`src/rtl/fifo_pkg.sv`:
```
//----------------------------------------------------------------------------
// fifo_pkg : shared types and width helpers for the FIFO-side blocks
// Revision : 1.0
//----------------------------------------------------------------------------
`default_nettype none

package fifo_pkg;

  typedef enum logic {
    ST_EMPTY = 1'b0,
    ST_FILL  = 1'b1
  } acc_state_e;

  // Bits needed to index n items; never below 1 so ports stay legal.
  function automatic int idx_width(input int n);
    return (n <= 2) ? 1 : $clog2(n);
  endfunction

  // Bits needed to hold values 0..max_val; never below 1.
  function automatic int cnt_width(input int max_val);
    return (max_val <= 1) ? 1 : $clog2(max_val + 1);
  endfunction

endpackage

`default_nettype wire

```
`src/rtl/fifo_wr_out_reg.sv`:
```
//----------------------------------------------------------------------------
// fifo_wr_out_reg : one-entry output register feeding the FIFO write port
// Revision : 1.0
//----------------------------------------------------------------------------
`default_nettype none

module fifo_wr_out_reg
  import fifo_pkg::*;
#(
  parameter int DATA_W = 32,
  parameter int KEEP_W = 4
) (
  input  logic              wr_clk,
  input  logic              rst_n,
  input  logic              load_i,
  input  logic [DATA_W-1:0] data_i,
  input  logic [KEEP_W-1:0] keep_i,
  input  logic              last_i,
  input  logic              full_i,
  output logic              wr_en_o,
  output logic              slot_free_o,
  output logic [DATA_W-1:0] data_o,
  output logic [KEEP_W-1:0] keep_o,
  output logic              last_o
);

  logic              valid_q, valid_d;
  logic [DATA_W-1:0] data_q, data_d;
  logic [KEEP_W-1:0] keep_q, keep_d;
  logic              last_q, last_d;

  // A load is only issued when the slot is empty or popping this cycle.
  assign wr_en_o     = valid_q && !full_i;
  assign slot_free_o = !valid_q || !full_i;

  always_comb begin
    valid_d = valid_q;
    data_d  = data_q;
    keep_d  = keep_q;
    last_d  = last_q;
    if (load_i) begin
      valid_d = 1'b1;
      data_d  = data_i;
      keep_d  = keep_i;
      last_d  = last_i;
    end else if (wr_en_o) begin
      valid_d = 1'b0;
    end
  end

  always_ff @(posedge wr_clk or negedge rst_n) begin
    if (!rst_n) begin
      valid_q <= 1'b0;
      data_q  <= '0;
      keep_q  <= '0;
      last_q  <= 1'b0;
    end else begin
      valid_q <= valid_d;
      data_q  <= data_d;
      keep_q  <= keep_d;
      last_q  <= last_d;
    end
  end

  assign data_o = data_q;
  assign keep_o = keep_q;
  assign last_o = last_q;

endmodule

`default_nettype wire

```
`src/rtl/fifo_wr_packer.sv`:
```
//----------------------------------------------------------------------------
// fifo_wr_packer : packs narrow stream beats into wide FIFO words
// Revision : 1.0
//----------------------------------------------------------------------------
`default_nettype none

module fifo_wr_packer
  import fifo_pkg::*;
#(
  parameter int IN_WIDTH   = 8,
  parameter int PACK_RATIO = 4,
  parameter int TIMEOUT    = 16
) (
  input  logic                           wr_clk,
  input  logic                           rst_n,
  input  logic                           s_valid,
  output logic                           s_ready,
  input  logic [IN_WIDTH-1:0]            s_data,
  input  logic                           s_last,
  input  logic                           fifo_full,
  output logic                           fifo_wr_en,
  output logic [IN_WIDTH*PACK_RATIO-1:0] fifo_din,
  output logic [PACK_RATIO-1:0]          fifo_keep,
  output logic                           fifo_last,
  output logic [15:0]                    words_written
);

  localparam int OUT_WIDTH = IN_WIDTH * PACK_RATIO;
  localparam int LANE_W    = idx_width(PACK_RATIO);
  localparam int TMR_W     = cnt_width(TIMEOUT);

  acc_state_e            state_q, state_d;
  logic [OUT_WIDTH-1:0]  acc_data_q, acc_data_d;
  logic [PACK_RATIO-1:0] acc_keep_q, acc_keep_d;
  logic [LANE_W-1:0]     lane_q, lane_d;
  logic [TMR_W-1:0]      tmr_q, tmr_d;
  logic [15:0]           words_q;

  logic                  accept;
  logic                  slot_free;
  logic                  load;
  logic                  load_last;
  logic [OUT_WIDTH-1:0]  merged_data;
  logic [PACK_RATIO-1:0] merged_keep;

  assign s_ready = slot_free;
  assign accept  = s_valid && s_ready;

  // Accumulator contents with the current beat (if any) dropped into its lane.
  for (genvar l = 0; l < PACK_RATIO; l++) begin : g_lane
    logic hit;
    assign hit = accept && (lane_q == LANE_W'(l));
    assign merged_data[l*IN_WIDTH +: IN_WIDTH] =
      hit ? s_data : acc_data_q[l*IN_WIDTH +: IN_WIDTH];
    assign merged_keep[l] = hit | acc_keep_q[l];
  end

  always_comb begin
    acc_data_d = acc_data_q;
    acc_keep_d = acc_keep_q;
    lane_d     = lane_q;
    tmr_d      = tmr_q;
    load       = 1'b0;
    load_last  = 1'b0;
    if (accept) begin
      tmr_d = '0;
      if (lane_q == LANE_W'(PACK_RATIO - 1) || s_last) begin
        load       = 1'b1;
        load_last  = s_last;
        acc_data_d = '0;
        acc_keep_d = '0;
        lane_d     = '0;
      end else begin
        acc_data_d = merged_data;
        acc_keep_d = merged_keep;
        lane_d     = lane_q + LANE_W'(1);
      end
    end else if (state_q == ST_FILL && TIMEOUT != 0) begin
      // Saturate at TIMEOUT and wait there until the output slot opens.
      if (tmr_q == TMR_W'(TIMEOUT)) begin
        if (slot_free) begin
          load       = 1'b1;
          acc_data_d = '0;
          acc_keep_d = '0;
          lane_d     = '0;
          tmr_d      = '0;
        end
      end else begin
        tmr_d = tmr_q + TMR_W'(1);
      end
    end else begin
      tmr_d = '0;
    end
    state_d = (acc_keep_d != '0) ? ST_FILL : ST_EMPTY;
  end

  always_ff @(posedge wr_clk or negedge rst_n) begin
    if (!rst_n) begin
      state_q    <= ST_EMPTY;
      acc_data_q <= '0;
      acc_keep_q <= '0;
      lane_q     <= '0;
      tmr_q      <= '0;
    end else begin
      state_q    <= state_d;
      acc_data_q <= acc_data_d;
      acc_keep_q <= acc_keep_d;
      lane_q     <= lane_d;
      tmr_q      <= tmr_d;
    end
  end

  always_ff @(posedge wr_clk or negedge rst_n) begin
    if (!rst_n) begin
      words_q <= '0;
    end else if (fifo_wr_en) begin
      words_q <= words_q + 16'd1;
    end
  end

  assign words_written = words_q;

  fifo_wr_out_reg #(
    .DATA_W (OUT_WIDTH),
    .KEEP_W (PACK_RATIO)
  ) u_out_reg (
    .wr_clk      (wr_clk),
    .rst_n       (rst_n),
    .load_i      (load),
    .data_i      (merged_data),
    .keep_i      (merged_keep),
    .last_i      (load_last),
    .full_i      (fifo_full),
    .wr_en_o     (fifo_wr_en),
    .slot_free_o (slot_free),
    .data_o      (fifo_din),
    .keep_o      (fifo_keep),
    .last_o      (fifo_last)
  );

endmodule

`default_nettype wire

```
`config.mk`:
```
export PLATFORM = sky130hd
export DESIGN_NAME = fifo_wr_packer
export DESIGN_NICKNAME = d
export VERILOG_FILES = /design/src/rtl/fifo_pkg.sv /design/src/rtl/fifo_wr_out_reg.sv /design/src/rtl/fifo_wr_packer.sv
export SDC_FILE = /design/constraint.sdc
export NUM_CORES = 1
export LEC_CHECK = 0
export ABC_CLOCK_PERIOD_IN_PS = 2900
export CORE_ASPECT_RATIO = 1.1
export CORE_MARGIN = 2
export CORE_UTILIZATION = 35
export CTS_CLUSTER_DIAMETER = 200
export DETAILED_ROUTE_END_ITERATION = 8
export PLACE_DENSITY = 0.58
export REMOVE_ABC_BUFFERS = 1
export SKIP_LAST_GASP = 1
export SLEW_MARGIN = 30
export SYNTH_ARGS = -nofsm -noshare
export SYNTH_HDL_FRONTEND = slang
export SYNTH_SLANG_ARGS = --single-unit
```
`constraint.sdc`:
```
create_clock -name wr_clk -period 2.9 [get_ports wr_clk]
set_input_delay 0.725 -clock wr_clk [delete_from_list [all_inputs] [get_ports wr_clk]]
set_output_delay 0.725 -clock wr_clk [all_outputs]
set_load 0.1 [all_outputs]
```
==> reports/qor.txt, run 1 <==
status - completed
Top FF cell, synth - dfrtp_1
grt ovf - 0
final critical-path required period - 2.404 ns
Initial DRT Pass Iterations - 4
final hold vios - 0
internal cell power - 2.884 mW
clock sink total - 98
Initial Utilization - 35.94%
TritonCTS clock tree - built
DIE AREA - 14580 um2
sequential power share - 34.8%
Pleak - 2.801 nW
# IOs - 68
Setup crit start kind - primary input
port buffer count - 67
FF-to-FF Start - lane_q[0]
Area growth syn-to-layout - 23.59%
DRT antenna net count - 0
worst-path fanout max - 4
Diodes inserted - 0
Slew HR - 72.02%
CP arrival - 1.68 ns
flops & latches, synth - 98
RePlAce Congestion - 0.7940
hold slack final - 0.2861 ns
post-synthesis sequential area ratio - 51.43%
drt drc - 0
Mapped Cells - 386
DP Area - 5604 um2
routed len/inst - 16.73 um
number of global-route vias before repair - 3294
hold_buf cts - 0
flop2flop setup slack - 0.86 ns
Max Fclk - 0.4160 GHz
drt via density - 4.974
combinational share of power - 42.7%
fraction of registers with async set/reset - 100.0%
kind of critical path - in -> out
Avg Inst Size Synth - 12.35 um2
Net Sw Frac - 44.57%
PD cells - 882.8 nW/um2
Post-CTS Setup Repair Bufs - 0
post-CTS resize count - 0
initial antenna violation count - 0
Cell variety after synth - 42
synth top area cells - dfrtp_1 (51%), mux2_4 (9.4%), nor2b_1 (4.7%)
final design utilization - 44.42%
Post-synth EDFFs - 0
Die Height - 126.4 um
final setup fails - 0
1st-iter DRT viols - 162
WL final - 10810 um
clk root buf - clkbuf_16
largest net degree at the start of global routing - 52
CTS Buffer Depth - 2
crit share post-route - 82.89%
WP data required - 2.17 ns
CP endpoint kind - output pin
share of the synthesized area in the top cell type - 51.43%
CORE AREA - 13270 um2
Filler Cell Count - 1241
Least-Margin Pin Slew - 0.4197 ns
reg-to-reg endpoint - u_out_reg.data_o[9]
design area - 5893 um2
max-slew violations - 0
CTS buffer count - 9
share of cells above drive strength 1 - 30.52%
Nets - 478
cells on worst reg2reg path - 6
clock slew at reported path FFs - 0.06 ns
die width - 115.3 um
RSZ-0062 raised after global routing - no
worst hold path type - in -> async
Worst-Skew Late Latency - 0.35 ns
Final HPWL DP - 7177 um
Vias - 3213
Clk pwr share - 22.5%
overall routing resource usage - 15.80%
setup skew after layout - 0.01077 ns
Netlist Area Pre-Place - 4768 um2
peak supply drop - 0.0004852 V
synth warn - 0
site row count - 44
global-route wire length before repair - 17930 um
largest area contributor in the netlist - dfrtp_1
P_sw - 2.319 mW
H-tree lvl count - 3
Max-Cap Viols - 0
-- cell usage in the layout, fill, tap and decap left out, types with 2 or more instances in the layout --
| cell type | Yosys | routed |
|---|---|---|
| nor2_1 | 9 | 9 |
| nor2b_1 | 36 | 36 |
| o2bb2ai_1 | 24 | 24 |
| xor2_1 | 9 | 9 |
| mux2_2 | 16 | 16 |
| inv_1 | 10 | 10 |
| o21ai_0 | 12 | 12 |
| nor3_1 | 7 | 7 |
| o31ai_1 | 4 | 4 |
| nand2_1 | 8 | 8 |
| mux2_4 | 30 | 30 |
| nand3_1 | 5 | 5 |
| a21oi_1 | 24 | 24 |
| dfrtp_1 | 98 | 98 |
| clkbuf_16 | 0 | 9 |
| xnor2_1 | 9 | 9 |
| nand2_2 | 4 | 4 |
| nor4_1 | 2 | 2 |
| and2_1 | 4 | 4 |
| clkdlybuf4s50_1 | 0 | 11 |
| clkbuf_8 | 0 | 3 |
| buf_4 | 1 | 64 |
| buf_12 | 0 | 7 |
| and3_1 | 2 | 2 |
| mux2_1 | 19 | 19 |
| ha_1 | 7 | 7 |
| nand4_1 | 3 | 3 |
| a31oi_1 | 8 | 8 |
-- synth_stat cells (2+ instances only) --
cell and number:
dfrtp_1 98, nor2b_1 36, mux2_4 30, a21oi_1 24, o2bb2ai_1 24, mux2_1 19
mux2_2 16, o21ai_0 12, clkbuf_1 11, inv_1 10, nor2_1 9, xnor2_1 9
xor2_1 9, a31oi_1 8, nand2_1 8, ha_1 7, nor3_1 7, buf_6 5
nand3_1 5, and2_1 4, buf_2 4, nand2_2 4, o31ai_1 4, nand4_1 3
and3_1 2, nor4_1 2
-- flip-flops by register name, indices dropped and copies added (netlist names) --
register / cells
words_written: 16
acc_keep_q: 4
u_out_reg.valid_q: 1
u_out_reg.data_o: 32
tmr_q: 5
u_out_reg.last_o: 1
lane_q: 2
acc_data_q: 32
u_out_reg.keep_o: 4
state_q: 1
-- worst max-delay path by stage --
stage / startpoint / end / slack (ns) / depth (start not counted)
after floorplan: fifo_full / words_written[15] / -0.48 / 4
after global placement: s_valid / u_out_reg.data_o[26] / 0.22 / 6
after detailed placement: s_valid / u_out_reg.data_o[27] / 0.16 / 6
after CTS: fifo_full / s_ready / 0.49 / 4
after global routing: s_valid / u_out_reg.data_o[28] / 0.39 / 6
final: fifo_full / s_ready / 0.50 / 4
-- final cells by class --
type | instances | area (um2) | share of cell area [%]
tap | 184 | 230.2 | 3.907
inverter | 11 | 41.29 | 0.7006
multi-input combinational | 256 | 2150 | 36.48
timing repair buffer | 82 | 730.7 | 12.40
clock buffer | 12 | 266.5 | 4.522
sequential | 98 | 2452 | 41.61
clock inverter | 3 | 22.52 | 0.3822
-- through the flow --
stage	power, mW	TNS (ns)	instances	worst slack (ns)
after floorplan	3.504	-4.342	365	-0.4835
after global placement	4.034	0	631	0.2209
after detailed placement	4.068	0	631	0.1642
after CTS	5.253	0	646	0.4878
after global routing	5.442	0	646	0.3906
final	5.203	0	646	0.4961
-- power groups by stage --
stage | clock network [mW] | registers (mW) | logic (mW)
after floorplan | 0 | 2.89 | 0.615
after global placement | 0 | 1.82 | 2.21
after detailed placement | 0 | 1.83 | 2.24
after CTS | 1.20 | 1.81 | 2.24
after global routing | 1.26 | 1.85 | 2.33
final | 1.17 | 1.81 | 2.22
-- per-layer routing --
metal	track usage, %	share of wire, %
met4	6.875	2.2
met5	0	0
met2	24.36	46
met1	22.02	48
met3	2.437	3.1
-- critical path: stages --
cell,delay [ns]
clkdlybuf4s50_1,0.51
and2_1,0.19
inv_2,0.09
buf_12,0.17
-- cell families after synthesis --
kind of cell / Yosys count / synth area share [%]
buffers and inverters: 32 / 3.490
and+or+nand+nor: 87 / 10.94
DFF: 98 / 51.43
muxes: 65 / 17.71
AOI/OAI and AO/OA: 79 / 11.28
adders and majority gates: 7 / 1.837
xor gates and xnor gates: 18 / 3.306
Power figures use the tool's default switching activity.
==> inputs of run 2 (changes only) <==
--- a/config.mk
+++ b/config.mk
@@ -5,13 +5,13 @@
 export SDC_FILE = /design/constraint.sdc
 export NUM_CORES = 1
 export LEC_CHECK = 0
-export ABC_CLOCK_PERIOD_IN_PS = 2900
+export ABC_CLOCK_PERIOD_IN_PS = 1900
 export CORE_ASPECT_RATIO = 1.1
 export CORE_MARGIN = 2
 export CORE_UTILIZATION = 35
 export CTS_CLUSTER_DIAMETER = 200
 export DETAILED_ROUTE_END_ITERATION = 8
-export PLACE_DENSITY = 0.58
+export PLACE_DENSITY = 0.6
 export REMOVE_ABC_BUFFERS = 1
 export SKIP_LAST_GASP = 1
 export SLEW_MARGIN = 30
==> constraint.sdc (replaced) <==
create_clock -name wr_clk -period 1.9 [get_ports wr_clk]
set_input_delay 0.475 -clock wr_clk [delete_from_list [all_inputs] [get_ports wr_clk]]
set_output_delay 0.475 -clock wr_clk [all_outputs]
set_load 0.1 [all_outputs]
==> reports/qor.txt, run 2 (synthesis results as in run 1) <==
Initial DRT Pass Iterations - 4
Max Fclk - 0.5304 GHz
CP endpoint kind - flop
largest net degree at the start of global routing - 44
CP Cell Sequence - clkdlybuf4s50_1 -> or3b_4 -> nand2_8 -> nor2_4 -> buf_12 -> clkbuf_16 -> mux2_4
Least-Margin Pin Slew - 0.4730 ns
DIE AREA - 14580 um2
Setup crit start kind - primary input
Die Height - 126.4 um
PD cells - 1296 nW/um2
Worst-Skew Late Latency - 0.35 ns
drt drc - 0
CORE AREA - 13270 um2
site row count - 44
RePlAce Congestion - 0.7745
share of cells above drive strength 1 - 35.44%
Worst path max stage delay - 0.45 ns
CTS Buffer Depth - 2
max-slew violations - 0
Pleak - 3.188 nW
routed len/inst - 17.00 um
TritonCTS clock tree - built
final hold vios - 0
DRT antenna net count - 0
status - completed
initial antenna violation count - 0
Max-Cap Viols - 0
Register Area - 2452 um2
CP arrival - 2.12 ns
most frequent cells in the layout - dfrtp_1 (98), buf_12 (61), nor2b_1 (36)
overall routing resource usage - 16.27%
1st-iter DRT viols - 175
Buf+Inv Stages, Crit Path - 3
CTS buffer count - 9
Multi-input gate area - 2187 um2
Final HPWL DP - 7620 um
worst hold path type - in -> async
final critical-path required period - 1.885 ns
Crit path max-delay family - buffers and inverters
Initial Utilization - 35.94%
drt via density - 4.957
WL final - 11470 um
final worst slack - 0.01465 ns
FF-to-FF Start - lane_q[1]
Vias - 3346
worst-path fanout max - 6
WP data required - 2.13 ns
Post-Place Setup Slack - -0.4148 ns
hold_buf cts - 0
commonest non-fill, non-tap cell in the layout - dfrtp_1
grt ovf - 0
kind of critical path - in -> reg
slowest CP cell - or3b_4
setup skew after layout - 0.009268 ns
clk root buf - clkbuf_16
die width - 115.3 um
Area growth syn-to-layout - 44.48%
RSZ-0062 raised after global routing - no
Setup crit start - s_last
Nets - 506
global-route wire length before repair - 18730 um
Diodes inserted - 0
Filler Cell Count - 1114
clock sink total - 98
peak supply drop - 0.0007265 V
port buffer count - 67
clock slew at reported path FFs - 0.07 ns
total power - 8.927 mW
crit share post-route - 99.23%
final setup fails - 0
# IOs - 68
number of global-route vias before repair - 3587
Slew HR - 68.46%
H-tree lvl count - 3
[run 2: cell types whose count changed in the layout (fill, tap and decap cells not counted), sizes merged]
cell,change
clkdlybuf4s50,-2
dlymetal6s2s,+1
bufinv,+1
dlygate4sd2,+1
buf,+26
inv,+2
[run 2: final timing paths]
check	cells after the start	slack, ns	endpoint
max reg2reg	7	0.03	u_out_reg.data_o[23]
min in group wr_clk	1	0.50	acc_data_q[30]
min reg2reg	1	0.50	acc_data_q[30]
min	1	0.08	u_out_reg.last_o
max in group asynchronous	2	1.22	acc_data_q[7]
max	7	0.01	u_out_reg.data_o[23]
[run 2: through the flow]
stage               std cells  hold WS, ns  instance area (um2)  util, %  setup TNS, ns
floorplan                 365       0.1794                 4643        -         -47.51
global placement          653       0.4636                 6432    48.48         -16.69
detailed placement        653       0.4630                 6432    48.48         -18.01
CTS                       669      0.08296                 6763    50.97       -0.03844
global route              675       0.1001                 6889    51.92              0
finish                    675      0.08361                 6889    51.92              0
[run 2: layout make-up]
type	instances	area share [%]
clock inverter	6	1.053
clock buffer	10	3.469
timing repair buffer	110	24.16
tap	184	3.342
sequential	98	35.60
inverter	11	0.6357
multi-input combinational	256	31.75
[run 2: what timing repair did]
action	in CTS	in global routing
cloned	0	3
pin swaps	0	3
setup endpoints to repair	16	36
buffers inserted	0	3
gates resized for setup	6	8
[run 2: metal layers]
metal | share of wire, % | GRT usage (%) | wire, um
met2 | 49 | 25.81 | 5586
met4 | 2.0 | 6.308 | 230
met3 | 3.5 | 3.822 | 403
met5 | 0 | 0 | 0
met1 | 46 | 21.54 | 5252
[run 2: power breakdown]
group | leakage, nW | switching [mW] | internal [mW]
logic | 1.73 | 2.49 | 1.64
registers | 1.30 | 0.438 | 2.45
clock network | 0.155 | 0.830 | 1.08
total | 3.19 | 3.76 | 5.17
